### config.mk
export PLATFORM = sky130hd
export DESIGN_NAME = fir_shift_accumulator
export DESIGN_NICKNAME = d
export VERILOG_FILES = /design/src/rtl/fir_pkg.sv /design/src/rtl/fir_saturate.sv /design/src/rtl/fir_shift_accumulator.sv
export SDC_FILE = /design/constraint.sdc
export NUM_CORES = 1
export LEC_CHECK = 0
export ABC_CLOCK_PERIOD_IN_PS = 7100
export CORE_MARGIN = 8
export CORE_UTILIZATION = 55
export DETAILED_ROUTE_END_ITERATION = 10
export GPL_TIMING_DRIVEN = 0
export PLACE_DENSITY_LB_ADDON = 0.2
export RECOVER_POWER = 50
export SYNTH_ARGS = -nofsm -noshare
export SYNTH_HDL_FRONTEND = slang
export SYNTH_SLANG_ARGS = --single-unit
### constraint.sdc
create_clock -name clk -period 7.1 [get_ports clk]
set_clock_uncertainty 0.1 [all_clocks]
set_input_delay 1.775 -clock clk [delete_from_list [all_inputs] [get_ports clk]]
set_output_delay 1.775 -clock clk [all_outputs]
set_load 0.01 [all_outputs]
### src/rtl/fir_pkg.sv
// Shared types and helpers for the FIR shift-accumulator datapath.
package fir_pkg;

  typedef enum logic [1:0] {
    IDLE  = 2'd0,
    ACCUM = 2'd1,
    HOLD  = 2'd2
  } state_t;

  function automatic logic signed [63:0] sat_max(input int unsigned width);
    return (64'sd1 <<< (width - 1)) - 64'sd1;
  endfunction

  function automatic logic signed [63:0] sat_min(input int unsigned width);
    return -(64'sd1 <<< (width - 1));
  endfunction

  function automatic int unsigned acc_width_min(input int unsigned width, input int unsigned taps);
    return width + $clog2(taps);
  endfunction

endpackage

### src/rtl/fir_saturate.sv
// Combinational clamp of a wide signed sum into a narrower signed range; flags when clamping occurred.
module fir_saturate
  import fir_pkg::*;
#(
  parameter int unsigned IN_WIDTH  = 24,
  parameter int unsigned OUT_WIDTH = 21
) (
  input  logic signed [IN_WIDTH-1:0]  din,
  output logic signed [OUT_WIDTH-1:0] dout,
  output logic                        sat
);

  localparam logic signed [63:0] MAX64 = sat_max(OUT_WIDTH);
  localparam logic signed [63:0] MIN64 = sat_min(OUT_WIDTH);
  localparam logic signed [IN_WIDTH-1:0] MAX_V = MAX64[IN_WIDTH-1:0];
  localparam logic signed [IN_WIDTH-1:0] MIN_V = MIN64[IN_WIDTH-1:0];

  always_comb begin
    dout = din[OUT_WIDTH-1:0];
    sat  = 1'b0;
    if (din > MAX_V) begin
      dout = MAX_V[OUT_WIDTH-1:0];
      sat  = 1'b1;
    end else if (din < MIN_V) begin
      dout = MIN_V[OUT_WIDTH-1:0];
      sat  = 1'b1;
    end
  end

endmodule

### src/rtl/fir_shift_accumulator.sv
// Accumulates signed shifted terms per sample and emits the saturated sum on a valid/ready output.
// Result registered one cycle after the closing term; input stalls (in_ready=0) while the result is held.
module fir_shift_accumulator
  import fir_pkg::*;
#(
  parameter int unsigned OUT_DATA_WIDTH = 21,
  parameter int unsigned NUM_TAPS       = 8,
  parameter int unsigned ACC_WIDTH      = 24
) (
  input  logic                             clk,
  input  logic                             rst,
  input  logic                             select_line_vld,
  input  logic signed [OUT_DATA_WIDTH-1:0] in_data,
  input  logic                             sub_en,
  input  logic                             last_term,
  output logic                             in_ready,
  output logic signed [OUT_DATA_WIDTH-1:0] out_data,
  output logic                             out_valid,
  input  logic                             out_ready,
  output logic                             sat,
  output logic                             len_err
);

  localparam int unsigned CNT_W = $clog2(NUM_TAPS + 1);
  localparam logic [CNT_W-1:0] TAPS_CNT = CNT_W'(NUM_TAPS);

  state_t                        state;
  logic signed [ACC_WIDTH-1:0]   acc;
  logic [CNT_W-1:0]              term_cnt;

  logic                          accept;
  logic signed [ACC_WIDTH-1:0]   term_ext;
  logic signed [ACC_WIDTH-1:0]   term;
  logic signed [ACC_WIDTH-1:0]   acc_next;
  logic [CNT_W-1:0]              cnt_next;
  logic                          cnt_full;
  logic                          closes;
  logic signed [OUT_DATA_WIDTH-1:0] sat_data;
  logic                          sat_flag;

  assign in_ready  = (state != HOLD);
  assign out_valid = (state == HOLD);
  assign accept    = select_line_vld & in_ready;

  assign term_ext = {{(ACC_WIDTH - OUT_DATA_WIDTH){in_data[OUT_DATA_WIDTH-1]}}, in_data};
  assign term     = sub_en ? -term_ext : term_ext;

  // A term arriving in IDLE starts a fresh sample rather than adding to the last sum.
  assign acc_next = (state == IDLE) ? term : acc + term;
  assign cnt_next = (state == IDLE) ? CNT_W'(1) : term_cnt + CNT_W'(1);
  assign cnt_full = (cnt_next == TAPS_CNT);
  assign closes   = last_term | cnt_full;

  fir_saturate #(
    .IN_WIDTH  (ACC_WIDTH),
    .OUT_WIDTH (OUT_DATA_WIDTH)
  ) u_sat (
    .din  (acc_next),
    .dout (sat_data),
    .sat  (sat_flag)
  );

  always_ff @(posedge clk) begin
    if (rst) begin
      state    <= IDLE;
      acc      <= '0;
      term_cnt <= '0;
      out_data <= '0;
      sat      <= 1'b0;
      len_err  <= 1'b0;
    end else begin
      len_err <= 1'b0;
      case (state)
        IDLE, ACCUM: begin
          if (accept) begin
            acc      <= acc_next;
            term_cnt <= cnt_next;
            if (closes) begin
              out_data <= sat_data;
              sat      <= sat_flag;
              len_err  <= cnt_full & ~last_term;
              state    <= HOLD;
            end else begin
              state <= ACCUM;
            end
          end
        end
        HOLD: begin
          if (out_ready) begin
            state <= IDLE;
          end
        end
        default: state <= IDLE;
      endcase
    end
  end

endmodule

Word-level counts from Yosys, hierarchy flattened. Index checks and enable logic that the tools add are counted.

Register bits: 53. Output and inout bits: 25.

Add/sub/neg operators: 3. Magnitude comparators: 2. Eq/ne operators: 6. Muxes and demuxes: 11. Bitwise gates (word level): 7. Reduce and logical (&&, ||, !) cells: 6.

Operators by type and width (count): 24-bit 2-to-1 mux (2); 21-bit 2-to-1 mux (2); 24-bit adder (1); 24-bit by 21-bit > comparator with 1-bit output, second input constant (1); 24-bit by 21-bit < comparator with 1-bit output, second input constant (1); 21-bit negation with 24-bit output (1); 2-bit 2-to-1 mux (3); 4-bit by 1-bit adder with 4-bit output, second input constant (1); 4-bit == test, second input constant (1); 4-bit 2-to-1 mux (1); 2-bit != test, second input constant (2); 1-bit inverter (4); 2-bit one-hot mux with 2 select lines (1); 2-bit AND reduction (2); 4-bit OR reduction (1); 3-bit AND reduction (1); 1-bit AND (2); 2-bit by 1-bit == test with 1-bit output, second input constant (1); 2-bit == test, second input constant (1); 2-bit zero test (1); 1-bit 2-to-1 mux (2); 2-bit by 1-bit != test with 1-bit output, second input constant (1); 2-bit OR reduction (1); 1-bit OR (1).

Depth between registers and ports, before layout. Gate-level depths: netlist of run 1.

Depth after elaboration: 7. Depth in mapped cells: 18.

By module. A second synthesis of run 1 with hierarchy kept.

Cells, all modules: 616. Area total of the unflattened synthesis: 4633.2 um2.

Modules (own cells, without submodules): fir_shift_accumulator (times used 1, cells each 539, area an instance 4149.0 um2, sequential area each 1061.0 um2); fir_saturate (times used 1, cells each 77, area an instance 484.2 um2, sequential area each 0.0 um2).

Worst setup path before layout of run 1. OpenSTA, ideal clock, no wires.

Kind: input port to flip-flop. From: input in_data[4]. To: register out_data[12]. Setup time: 122 ps. Data arrival time: 5487 ps. Slack: 1391 ps. Stages on the path: 16. Path buffers: 2. Cells stage by stage: nor4_2 > nand4_1 > or2_2 > o31ai_1 > xnor2_1 > ha_1 > clkbuf_1 > nand4_1 > or3_1 > o211ai_1 > mux2_2 > o31ai_1 > or2_1 > a21oi_1 > buf_4 > a221o_1.

Longest elaborated chain between the ends: 7. Elaborated cells on any way between the ends: 8. Those cells by class: add/sub (2); order compare (2); mux (4).

Ends and longest elaborated chain: from (decl) (line fir_shift_accumulator.sv:13) `input logic signed [OUT_DATA_WIDTH-1:0] in_data,`; 21-bit negation with 24-bit output (line fir_shift_accumulator.sv:46) `assign term = sub_en ? -term_ext : term_ext;`; 24-bit 2-to-1 mux * (line fir_shift_accumulator.sv:46); 24-bit adder (line fir_shift_accumulator.sv:49) `assign acc_next = (state == IDLE) ? term : acc + term;`; 24-bit 2-to-1 mux * (line fir_shift_accumulator.sv:49); 24-bit by 21-bit < comparator with 1-bit output (line fir_saturate.sv:24) `end else if (din < MIN_V) begin`; 21-bit 2-to-1 mux (line fir_saturate.sv:24); 21-bit 2-to-1 mux * (line fir_saturate.sv:21) `if (din > MAX_V) begin`; to (signal assigned) (line fir_shift_accumulator.sv:79) `out_data <= sat_data;`; to (decl) (line fir_shift_accumulator.sv:17) `output logic signed [OUT_DATA_WIDTH-1:0] out_data,`.

Every way passes the cells marked *; elsewhere a longest branch is shown, timed or not. A chain may end at the register's enable or synchronous reset.

Final worst setup path of run 1.
From: input in_data[4]. To: register out_data[1].

Same word-level chain as after synthesis.

==> impl_metrics.csv, run 1 <==
group,metric,value,unit
run,drv_cap,0,
sta,fin_setup_tns,0,ns
critical_path,arrival,6.96,ns
critical_path,r2r_start,"acc[1]$_SDFFE_PP0P_",
yosys,ys_ff_latch,53,
sta,finalCritPeriodShare,96.5,%
clock_network,ctsHoldBuffers,0,
power,pwr-share-comb,42.8,%
place,gp_congestion,0.969,
power,power_density,204,nW/um^2
yosys,synth-simple-area-share,22.8,%
drt,wire_per_inst,18.4,um
cells_and_area,drive_gt1_share,4.18,%
yosys,postSynth.asyncResetShare,0,%
yosys,syn_area,4140,um^2
clock_network,cts_buffer_depth,2,
drt,first_pass_iters,5,
power,peakVddDrop,0.112,mV
clock_network,clockRootBuffer,"clkbuf_8",
clock_network,clk_pin_slew,0.12,ns
drt,drt_iter0_markers,317,
sta,setup_viol,0,
sta,slew_violations,0,
power,pwr-share-seq,34.7,%
power,leakagePower,1.97,nW
yosys,synth_compound_area_share,26.0,%
place,dp_hpwl,10.1,mm
yosys,muxShareOfSynthArea,2.99,%
power,total_power,0.000997,W
place,place_ws,0.0566,ns
critical_path,crit_type,"in -> reg",
cells_and_area,fin_nets,655,
yosys,syn_inst,540,
global_routing,grt_max_degree,17,
sta,slew_headroom,44.7,%
floorplanning,die_w,103,um
yosys,synth-xor-area-share,8.47,%
drt,postRouteAntennaNets,0,
sta,hold_viol_final,0,
drt,viasPerCell,6.07,
drt,dr_total_vias,4228,
cells_and_area,antenna_cells,0,
yosys,synth_top_family_by_area,"compound AO/OA/AOI/OAI gates",
floorplanning,rows,31,
sta,fin_crit,6.85,ns
cells_and_area,post-route-util,67.3,%
clock_network,ctsResizeCount,0,
clock_network,cts_sinks,53,
yosys,syn_area_per_cell,7.66,um^2
cells_and_area,syn_to_final_growth,18.0,%
yosys,synth-seq-area-share,25.7,%
yosys,synth_edf_count,0,
floorplanning,dieArea,10600,um^2
critical_path,reg2reg_depth,11,
global_routing,first_global_vias,4113,
sta,timing.fmax,146,MHz
yosys,ys_types,63,
clock_network,cts_tree,"yes",
drt,drc,0,
yosys,synthAdderAreaFrac,9.56,%
sta,worstMarginPinSlew,0.809,ns
power,p_sw,0.000385,W
critical_path,r2r_end,"out_data[1]$_SDFFE_PP0P_",
critical_path,critPathRequiredTime,7.21,ns
drt,drt_wl_total,12.8,mm
critical_path,cp-endpoint,"out_data[1]$_SDFFE_PP0P_",
critical_path,startpoint,"in_data[4]",
clock_network,cts.htree.levels,2,
place,portBuffers,50,
global_routing,grt_usage,25.4,%
outcome,status,"finished, final reports clean",
sta,fin_ws,0.246,ns
clock_network,insertion_delay,0.33,ns
power,pwr-share-clk,22.6,%
sta,rsz0062_at_grt,"no",
clock_network,cts_buffers,5,
floorplanning,initial_core_util,57.0,%
floorplanning,coreArea,7250,um^2
floorplanning,die_h,103,um
min_path,min_from,"acc[21]$_SDFFE_PP0P_",
critical_path,end_kind,"flop",
power,swShare,38.6,%
min_path,hold_path.class,"reg -> reg",
yosys,synth_nets,598,
yosys,synthesis.yosys.warnings,0,
yosys,synthFlopType,"dfxtp_1",
global_routing,overflow,0,
global_routing,grt_pass1_wl,21.0,mm
critical_path,rrSetupSlack,3.32,ns
global_routing,antenna_found_initial,0,
power,intPower,0.000612,W
floorplanning,io_pins,52,
critical_path,startpoint_type,"input pin",
critical_path,crit_fanout,10,
clock_network,cts_setup_buffers,0,
## Yosys cell counts, types with 4 or more instances
cell / n / area (um^2)
a21o_1: 5 / 37.5
o21bai_1: 4 / 30.0
nand2_1: 61 / 229
clkbuf_1: 27 / 101
ha_1: 30 / 375
a21oi_1: 42 / 210
nor3_1: 15 / 75.1
o21ai_1: 4 / 20.0
o211ai_1: 6 / 45.0
inv_1: 17 / 63.8
a211oi_1: 21 / 158
mux2i_1: 9 / 90.1
nor2_1: 64 / 240
nand2b_1: 11 / 68.8
nor2b_1: 5 / 31.3
o31ai_1: 6 / 45.0
xnor2_1: 27 / 236
xor2_1: 13 / 114
dfxtp_1: 53 / 1060
nand3_1: 13 / 65.1
o21ai_0: 26 / 130
a221o_1: 11 / 110
a22oi_1: 4 / 30.0
nand4_1: 8 / 50.1
## cell type report
type	count	area, um^2
timing repair buffer	50	500
fill	644	2370
multi-input combinational	440	2890
clock buffer	6	82.6
inverter	17	63.8
sequential	53	1060
clock inverter	2	37.5
tap	99	124
buffer	30	124
## layout by cell type, fill, tap and decap left out, drive strengths merged, types with 5 or more instances in the layout
cell and n:
nor2 64, nand2 61, dfxtp 53, a21oi 42, clkbuf 34, ha 30, o21ai 30, xnor2 27
dlygate4sd3 27, clkdlybuf4s50 23, a211oi 22, inv 17, nor3 16, xor2 13, nand3 13, nand2b 11
a221o 11, mux2i 9, nand4 8, o31ai 7, o211ai 6, nor2b 5, a21o 5
## layer usage
metal | vias to the layer above | track usage [%] | wire length (um)
met5 | - | 0 | 0
met4 | 0 | 7.11 | 293
met3 | 22 | 4.39 | 1070
met2 | 161 | 41.1 | 5760
met1 | 1985 | 33.8 | 5720
li1 | 2060 | - | -
## flip-flops by register name (all words and copies together), names as in the netlist
register	cells
sat	1
out_data	21
state	2
len_err	1
acc	24
term_cnt	4
## power by group through the flow
| stage | Clock, W | Combinational [W] | Sequential [W] |
|---|---|---|---|
| after global routing | 0.000236 | 0.000467 | 0.000349 |
| after floorplan | 0 | 0.000282 | 0.000354 |
| after global placement | 0 | 0.000413 | 0.000351 |
| after detailed placement | 0 | 0.000419 | 0.000352 |
| final | 0.000225 | 0.000426 | 0.000345 |
| after CTS | 0.000225 | 0.000425 | 0.000346 |
## how the worst min path moves through the flow
stage	to	cells after the start
2_1_floorplan	acc[21]$_SDFFE_PP0P_	2
3_3_place_gp	acc[12]$_SDFFE_PP0P_	2
3_5_place_dp	acc[21]$_SDFFE_PP0P_	2
4_1_cts	acc[21]$_SDFFE_PP0P_	2
5_1_grt	acc[21]$_SDFFE_PP0P_	2
6_report	acc[21]$_SDFFE_PP0P_	2
## metrics by stage
| step | std cells | hold WS (ns) | area [um^2] |
|---|---|---|---|
| after global placement | 689 | 0.354 | 4760 |
| final | 697 | 0.383 | 4880 |
| after detailed placement | 689 | 0.362 | 4760 |
| after global routing | 697 | 0.413 | 4880 |
| after CTS | 697 | 0.379 | 4880 |
| after floorplan | 540 | 0.336 | 4140 |
## kinds of logic after synthesis
kind of cell | count (synthesis)
AOI/OAI and AO/OA | 156
xor gates and xnor gates | 40
adders and majority gates | 31
buffers and inverters | 47
DFF | 53
muxes | 12
and+or+nand+nor | 201
## critical path, stage by stage
cell and delay (ns):
clkdlybuf4s50_1 0.49, nor4_2 0.46, nand4_1 0.38, or2_2 0.44
o31ai_1 0.29, xnor2_1 0.15, ha_1 0.29, clkbuf_1 0.32
nand4_1 0.31, or3_1 0.38, o211ai_1 0.30, mux2_2 0.38
o31ai_1 0.12, or2_1 0.19, a21oi_1 0.11, buf_4 0.21
a221o_1 0.35
No activity file was read; power rests on OpenSTA's default activity.
==> inputs of run 2 (changes only) <==
HOLD_SLACK_MARGIN = 0.1   (was not set)
==> results of run 2 <==
No change in the layout: final DEF, timing and power equal those of run 1.
==> inputs of run 3 (changes only) <==
CORE_MARGIN = not set   (was 8)
==> impl_metrics.csv, run 3 (synthesized netlist as in run 1, its figures left out) <==
group,metric,value,unit
outcome,status,"finished, final reports clean",
sta,setup_viol,0,
drt,viasPerCell,6.18,
global_routing,overflow,0,
critical_path,end_kind,"flop",
cells_and_area,fill_cells,666,
critical_path,startpoint_type,"input pin",
floorplanning,die_h,88.7,um
clock_network,clk_pin_slew,0.11,ns
cells_and_area,regMostFlops,"acc",
sta,slew_violations,0,
cells_and_area,largest_reg_flops,24,
critical_path,startpoint,"in_data[4]",
clock_network,insertion_delay,0.32,ns
critical_path,r2r_start,"acc[1]$_SDFFE_PP0P_",
drt,postRouteAntennaNets,0,
place,portBuffers,50,
sta,worstMarginPinSlew,0.744,ns
floorplanning,die_w,88.7,um
power,power_density,206,nW/um^2
cells_and_area,stdcell_count,699,
critical_path,crit_type,"in -> reg",
clock_network,cts.htree.levels,2,
place,placed_cells,689,
cells_and_area,final_common_cell,"nor2_1",
cells_and_area,syn_to_final_growth,18.7,%
run,drv_cap,0,
power,peakVddDrop,0.150,mV
cells_and_area,drive_gt1_share,4.50,%
floorplanning,dieArea,7870,um^2
critical_path,slowest_delay,0.51,ns
drt,drt_wl_total,12.0,mm
clock_network,ctsResizeCount,0,
critical_path,critPathRequiredTime,7.20,ns
sta,slew_headroom,50.4,%
sta,hold_viol_final,0,
cells_and_area,layout_common_cells,"64 x nor2_1, 61 x nand2_1, 53 x dfxtp_1",
place,dp_hpwl,9.40,mm
place,place_area,4760,um^2
global_routing,grt_pass1_wl,18.5,mm
floorplanning,io_pins,52,
clock_network,clockRootBuffer,"clkbuf_8",
critical_path,arrival,6.85,ns
sta,fin_ws,0.356,ns
sta,timing.fmax,148,MHz
sta,fin_setup_tns,0,ns
floorplanning,rows,31,
global_routing,first_global_vias,3728,
floorplanning,initial_core_util,57.0,%
min_path,min_from,"acc[21]$_SDFFE_PP0P_",
global_routing,antenna_found_initial,0,
clock_network,cts_buffers,5,
power,leakagePower,1.99,nW
clock_network,cts_buffer_depth,2,
critical_path,crit_fanout,10,
sta,holdWs,0.376,ns
drt,first_pass_iters,4,
drt,drc,0,
global_routing,grt_max_degree,17,
sta,finalCritPeriodShare,95.0,%
place,place_ws,0.0356,ns
critical_path,cp_cell_sequence,"clkdlybuf4s50_1, nor4_2, nand4_1, buf_4, or2_2, o31ai_1, xnor2_1, ha_1, clkbuf_1, nand4_1, or3_1, o211ai_1, mux2_2, o31ai_1, or2_1, a21oi_1, buf_4, a221o_1",
cells_and_area,antenna_cells,0,
min_path,hold_path.class,"reg -> reg",
critical_path,worst_path_max_delay_cell,"clkdlybuf4s50_1",
drt,dr_total_vias,4321,
clock_network,cts_setup_buffers,0,
cells_and_area,finalInstanceArea,4910,um^2
sta,fin_crit,6.74,ns
floorplanning,coreArea,7250,um^2
place,gp_congestion,0.947,
clock_network,ctsHoldBuffers,0,
clock_network,cts_tree,"yes",
drt,drt_iter0_markers,264,
drt,wire_per_inst,17.2,um
sta,rsz0062_at_grt,"no",
clock_network,cts_sinks,53,
cells_and_area,fin_nets,657,
cells_and_area,reg.largest.list,"acc (24), out_data (21), term_cnt (4)",
global_routing,grt_usage,31.1,%
[run 3: cell type report]
| class | count | area (um^2) | share of cell area, % |
|---|---|---|---|
| buffer | 30 | 124 | 2.52 |
| clock inverter | 3 | 65.1 | 1.33 |
| sequential | 53 | 1060 | 21.6 |
| inverter | 17 | 63.8 | 1.30 |
| multi-input combinational | 440 | 2890 | 58.8 |
| timing repair buffer | 52 | 515 | 10.5 |
| clock buffer | 5 | 68.8 | 1.40 |
| tap | 99 | 124 | 2.52 |
[run 3: final timing paths]
path / depth (start not counted) / slack [ns] / endpoint
setup reg to reg: 11 / 3.42 / out_data[12]$_SDFFE_PP0P_
hold / removal: 2 / 0.38 / acc[21]$_SDFFE_PP0P_
setup / recovery: 18 / 0.36 / out_data[12]$_SDFFE_PP0P_
hold reg to reg: 2 / 0.38 / acc[21]$_SDFFE_PP0P_
[run 3: metrics by stage]
stage	total power [W]	util, %
finish	0.00101	67.7
global route	0.00107	67.7
CTS	0.00101	67.5
detailed placement	0.000764	65.6
global placement	0.000758	65.6
floorplan	0.000637	-
[run 3: routing by layer]
layer  GRT usage [%]  up-vias  part of all wire (%)
met5               0        -                     0
met4            10.3        0                   2.3
met2            48.7      185                    44
met1            43.2     2048                    46
met3            5.22       27                   7.4
li1                -     2061                     -
[run 3: worst max-delay path, delay by kind of cell]
kind / cells / cell delay, ns
adders and majority gates: 1 / 0.28
muxes: 1 / 0.38
AOI/OAI and AO/OA: 5 / 1.23
xor gates and xnor gates: 1 / 0.14
and+or+nand+nor: 6 / 1.81
buffers and inverters: 4 / 1.23
[run 3: power by group]
part           internal [W]  switching (W)  total [W]
clock network      0.000140       0.000105   0.000245
logic              0.000170       0.000250   0.000420
registers          0.000327      0.0000182   0.000345
==> variant 1 (flow settings as in run 1) <==
Put one more register stage on the output `len_err`, without a reset. The value now appears one clock later. The other outputs are not delayed to match.
--- a/src/rtl/fir_shift_accumulator.sv
+++ b/src/rtl/fir_shift_accumulator.sv
@@ -23,6 +23,8 @@
 
   localparam int unsigned CNT_W = $clog2(NUM_TAPS + 1);
   localparam logic [CNT_W-1:0] TAPS_CNT = CNT_W'(NUM_TAPS);
+
+  logic len_err_s0;
 
   state_t                        state;
   logic signed [ACC_WIDTH-1:0]   acc;
@@ -67,9 +69,9 @@
       term_cnt <= '0;
       out_data <= '0;
       sat      <= 1'b0;
-      len_err  <= 1'b0;
+      len_err_s0 <= 1'b0;
     end else begin
-      len_err <= 1'b0;
+      len_err_s0 <= 1'b0;
       case (state)
         IDLE, ACCUM: begin
           if (accept) begin
@@ -78,7 +80,7 @@
             if (closes) begin
               out_data <= sat_data;
               sat      <= sat_flag;
-              len_err  <= cnt_full & ~last_term;
+              len_err_s0 <= cnt_full & ~last_term;
               state    <= HOLD;
             end else begin
               state <= ACCUM;
@@ -95,5 +97,9 @@
     end
   end
 
+  always_ff @(posedge clk) begin
+    len_err <= len_err_s0;
+  end
+
 endmodule
 
Function: no difference found for any inputs over 4 cycles, from zero or initial values and one cycle with rst high; that may be too few to reach the edited logic, so the function may still have changed.
==> variant 1 against run 1 <==
Worst setup slack improved by 0.030 ns. Cell area increased by 0.18%. Cell count increased by 0.43%. Sequential cell count increased by 1. Wire length decreased by 1.2%. Synthesized area increased by 0.48%. Total power decreased by 3.7%. Core utilization decreased by 0.24 points.
==> variant 1: results (changes against run 1) <==
swShare: 0.402  # +0.0161
powerClk_uw: 186  # -17%
worst-r2r-setup-slack_ns: 3.30  # -0.02 ns
worst_pin_slew_ns: 0.720  # -0.0888 ns
avgSynthCellArea_um2: 7.68  # +0.30%
grt_max_degree: 19  # +2
hold-path-endpoint: "len_err$_DFF_P_"
synth_edf_count: 0  # unchanged
yosysSeqAreaShare: 0.260  # +0.00358
r2r-end: "out_data[10]$_SDFFE_PP0P_"
buffers: 82  # +2.5%
endpoint: "out_data[12]$_SDFFE_PP0P_"
fillers: 663  # +3.0%
dp_cells: 690  # +0.15%
wl_per_cell_um: 18.1  # -1.6%
ys_warn_count: 0  # unchanged
hold_start: "len_err_s0$_SDFF_PP0_"
power_frac_seq: 0.366  # +0.019
hpwl_um: 9990  # -0.59%
reg2regPathDepth: 11  # unchanged
syn-num-nets: 599  # +0.17%
synth_common_cells: "nor2_1, nand2_1, dfxtp_1"
buf_share: 0.131  # +0.00284
nClkBuffers: 5  # -1
grt_pass1_vias: 4101  # -0.29%
layout.nets: 658  # +0.46%
status: "completed"
grt_pass1_wl_um: 20400  # -2.7%
drive_gt1_frac: 0.0449  # +0.00312
seq_area_frac: 0.221  # +0.00370
wl_um: 12700  # -1.2%
hold_depth: 0  # -2
first_pass_iters: 7  # +2
cts.sinks: 54  # +1.9%
power.density_mw_per_mm2: 196  # -3.8%
globalplace.congestion: 0.949  # -2.0%
cts.path.max_buffers: 2  # unchanged
grt_usage: 0.247  # -0.00688
hold_class: "reg2reg"
vias: 4293  # +1.5%
max_stage_delay_ns: 0.50
leakage_nw: 1.98  # +0.19%
peakVddDrop_mv: 0.115  # +2.7%
synth_area_mm2: 0.00416  # +0.48%
synth_area_leaders: "dfxtp_1, ha_1, nor2_1"
first_iter_violations: 366  # +15%
cp.arrival_ns: 6.94  # -0.02 ns
placed_area_mm2: 0.00478  # +0.42%
clk_share: 0.0192  # -0.00542
## variant 1: changes by cell type after synthesis
cell,change
dfxtp_1,+1
## variant 1: cell families after synthesis
kind of cell    Yosys count  share of synthesized area
xor+xnor                 40                     0.0843
flops                    54                      0.260
compound gates          156                      0.259
fa+ha+maj                31                     0.0951
simple gates            201                      0.227
buf+inv                  47                     0.0452
mux                      12                     0.0298
## variant 1: metrics by stage
| stage | hold WS (ns) | worst slack, ns | power [mW] |
|---|---|---|---|
| after floorplan | 0.210 | 1.39 | 0.643 |
| after global placement | 0.218 | 0.102 | 0.764 |
| after detailed placement | 0.214 | 0.0170 | 0.774 |
| after CTS | 0.255 | 0.277 | 0.960 |
| after global routing | 0.261 | 0.0252 | 1.02 |
| final | 0.256 | 0.276 | 0.960 |
## variant 1: routing by layer
metal  track usage  wire, µm  vias up
met4        0.0745       282        0
met2         0.390      5560      201
li1              -         -     2069
met1         0.326      5690     1997
met5             0         0        -
met3        0.0567      1160       26
==> variant 2 (settings of run 1) <==
Made on the original files. Set the parameter `OUT_DATA_WIDTH` to 17 (it was 21).
--- a/src/rtl/fir_shift_accumulator.sv
+++ b/src/rtl/fir_shift_accumulator.sv
@@ -3,7 +3,7 @@
 module fir_shift_accumulator
   import fir_pkg::*;
 #(
-  parameter int unsigned OUT_DATA_WIDTH = 21,
+  parameter int unsigned OUT_DATA_WIDTH = 17,
   parameter int unsigned NUM_TAPS       = 8,
   parameter int unsigned ACC_WIDTH      = 24
 ) (
Ports: changed (resized in_data and out_data); port bits go from 52 to 44. The function was not compared with the original's and may differ.
==> variant 2 against run 1 <==
Synthesized area is 2.5% lower. Sequential power is 4% lower. Worst setup slack better by 0.083 ns. Wire length is 10% lower. Combinational power is 2% higher. Sequential cell count is 4 lower. Cell area is 4.1% lower. Worst hold slack worse by 0.020 ns. Core utilization is 2.1 points lower. Total power is 2.1% lower. Highest routed layer unchanged.
==> variant 2: results (changes against run 1) <==
status: "completed"
worst_pin_slew_ns: 0.671  # -0.137 ns
ys_ff_latch: 49  # -7.5%
clkLatencyLatePin_ns: 0.31  # -0.02 ns
timing.rr.start: "acc[0]$_SDFFE_PP0P_"
globalplace.congestion: 0.931  # -3.9%
syn-num-nets: 586  # -2.0%
pwr-share-comb: 0.445  # +0.017
placed_area_mm2: 0.00457  # -4.0%
leakage_nw: 1.83  # -7.4%
grt_pass1_wl_um: 18600  # -11%
drive_gt1_frac: 0.0451  # +0.00325
wl_met1_um: 4760  # -17%
cts_buffers: 5  # unchanged
hpwl_um: 9170  # -8.8%
regArea_um2: 981  # -7.5%
peakVddDrop_mv: 0.145  # +29%
cellInternalPower_uw: 603  # -1.6%
grt_use_met3: 0.0330  # -0.0109
dp_slack_ns: -0.164  # -0.221 ns
synth_common_cells: "nor2_1, nand2_1, dfxtp_1"
reg_top3: "acc: 24 flops, out_data: 17 flops, term_cnt: 4 flops"
use_met2: 0.407  # -0.00365
wl_um: 11500  # -10%
hold_start: "out_data[16]$_SDFFE_PP0P_"
powerClk_uw: 210  # -7%
clk_share: 0.0249  # +0.000251
cts.path.max_buffers: 2  # unchanged
use_met1: 0.256  # -0.0822
cp.arrival_ns: 6.85  # -0.11 ns
multi_input_area_share: 0.614  # +0.0226
power_uw: 976  # -2.1%
hold-path-endpoint: "out_data[16]$_SDFFE_PP0P_"
layout.nets: 633  # -3.4%
nClkBuffers: 7  # +1
root_buffer: "clkbuf_8"
path_clk_slew_ns: 0.09  # -0.03 ns
dr_wl_met2_um: 5850  # +1.7%
via_per_inst: 6.09  # +0.47%
hold_depth: 2  # unchanged
synth_area_leaders: "dfxtp_1, ha_1, nor2_1"
grt_pass1_vias: 3997  # -2.8%
reg2regPathDepth: 12  # +1
first_iter_violations: 240  # -24%
worst-r2r-setup-slack_ns: 3.25  # -0.07 ns
fillers: 612  # -5.0%
ys_warn_count: 0  # unchanged
r2r-end: "out_data[12]$_SDFFE_PP0P_"
postCtsSetupBuffers: 0  # unchanged
yosysSeqAreaShare: 0.243  # -0.0134
grt_max_degree: 15  # -2
inv_count: 18  # +1
buffers: 66  # -18%
port_buffers: 41  # -18%
buf_share: 0.110  # -0.0175
grt_usage: 0.226  # -0.0279
route.met3.wl_um: 506  # -53%
multi_input_cells: 436  # -0.91%
==> variant 2: metrics by stage <==
stage / instances / hold slack (ns) / utilization
floorplan: 529 / 0.341 / -
global placement: 669 / 0.347 / 0.637
detailed placement: 669 / 0.358 / 0.637
CTS: 677 / 0.367 / 0.653
global route: 676 / 0.398 / 0.652
finish: 676 / 0.363 / 0.652
==> variant 2: worst max-delay path: stages <==
cell and delay, ns:
clkdlybuf4s50_1 0.50, inv_1 0.10, ha_1 0.16, or3b_2 0.50, or4_1 0.49, o31ai_1 0.26, xor2_1 0.23, inv_1 0.06
ha_1 0.43, a21oi_1 0.17, o211ai_1 0.24, nor3b_1 0.32, a21boi_1 0.30, nor2_1 0.10, o21ai_0 0.31, nand4_1 0.28
o21ai_4 0.31, buf_6 0.18, o32ai_1 0.09
==> variant 2: worst max-delay path by stage <==
stage / startpoint / to / slack (ns) / cells after the start
3_3_place_gp: in_data[0] / out_data[6]$_SDFFE_PP0P_ / -0.08 / 20
3_5_place_dp: in_data[0] / out_data[7]$_SDFFE_PP0P_ / -0.16 / 20
4_1_cts: in_data[0] / out_data[7]$_SDFFE_PP0P_ / 0.15 / 20
2_1_floorplan: in_data[1] / out_data[2]$_SDFFE_PP0P_ / 1.12 / 19
6_report: in_data[0] / out_data[7]$_SDFFE_PP0P_ / 0.33 / 19
5_1_grt: in_data[0] / out_data[2]$_SDFFE_PP0P_ / 0.03 / 19
==> variant 2: kinds of logic (layout without fill, tap and decap cells) <==
kind of cell / count (synthesis) / count (layout) / share of synthesized area
xor gates and xnor gates: 34 / 34 / 0.0738
muxes: 8 / 8 / 0.0202
AOI/OAI and AO/OA: 162 / 162 / 0.274
buffers and inverters: 44 / 92 / 0.0434
adders and majority gates: 34 / 34 / 0.107
DFF: 49 / 49 / 0.243
and+or+nand+nor: 198 / 198 / 0.238
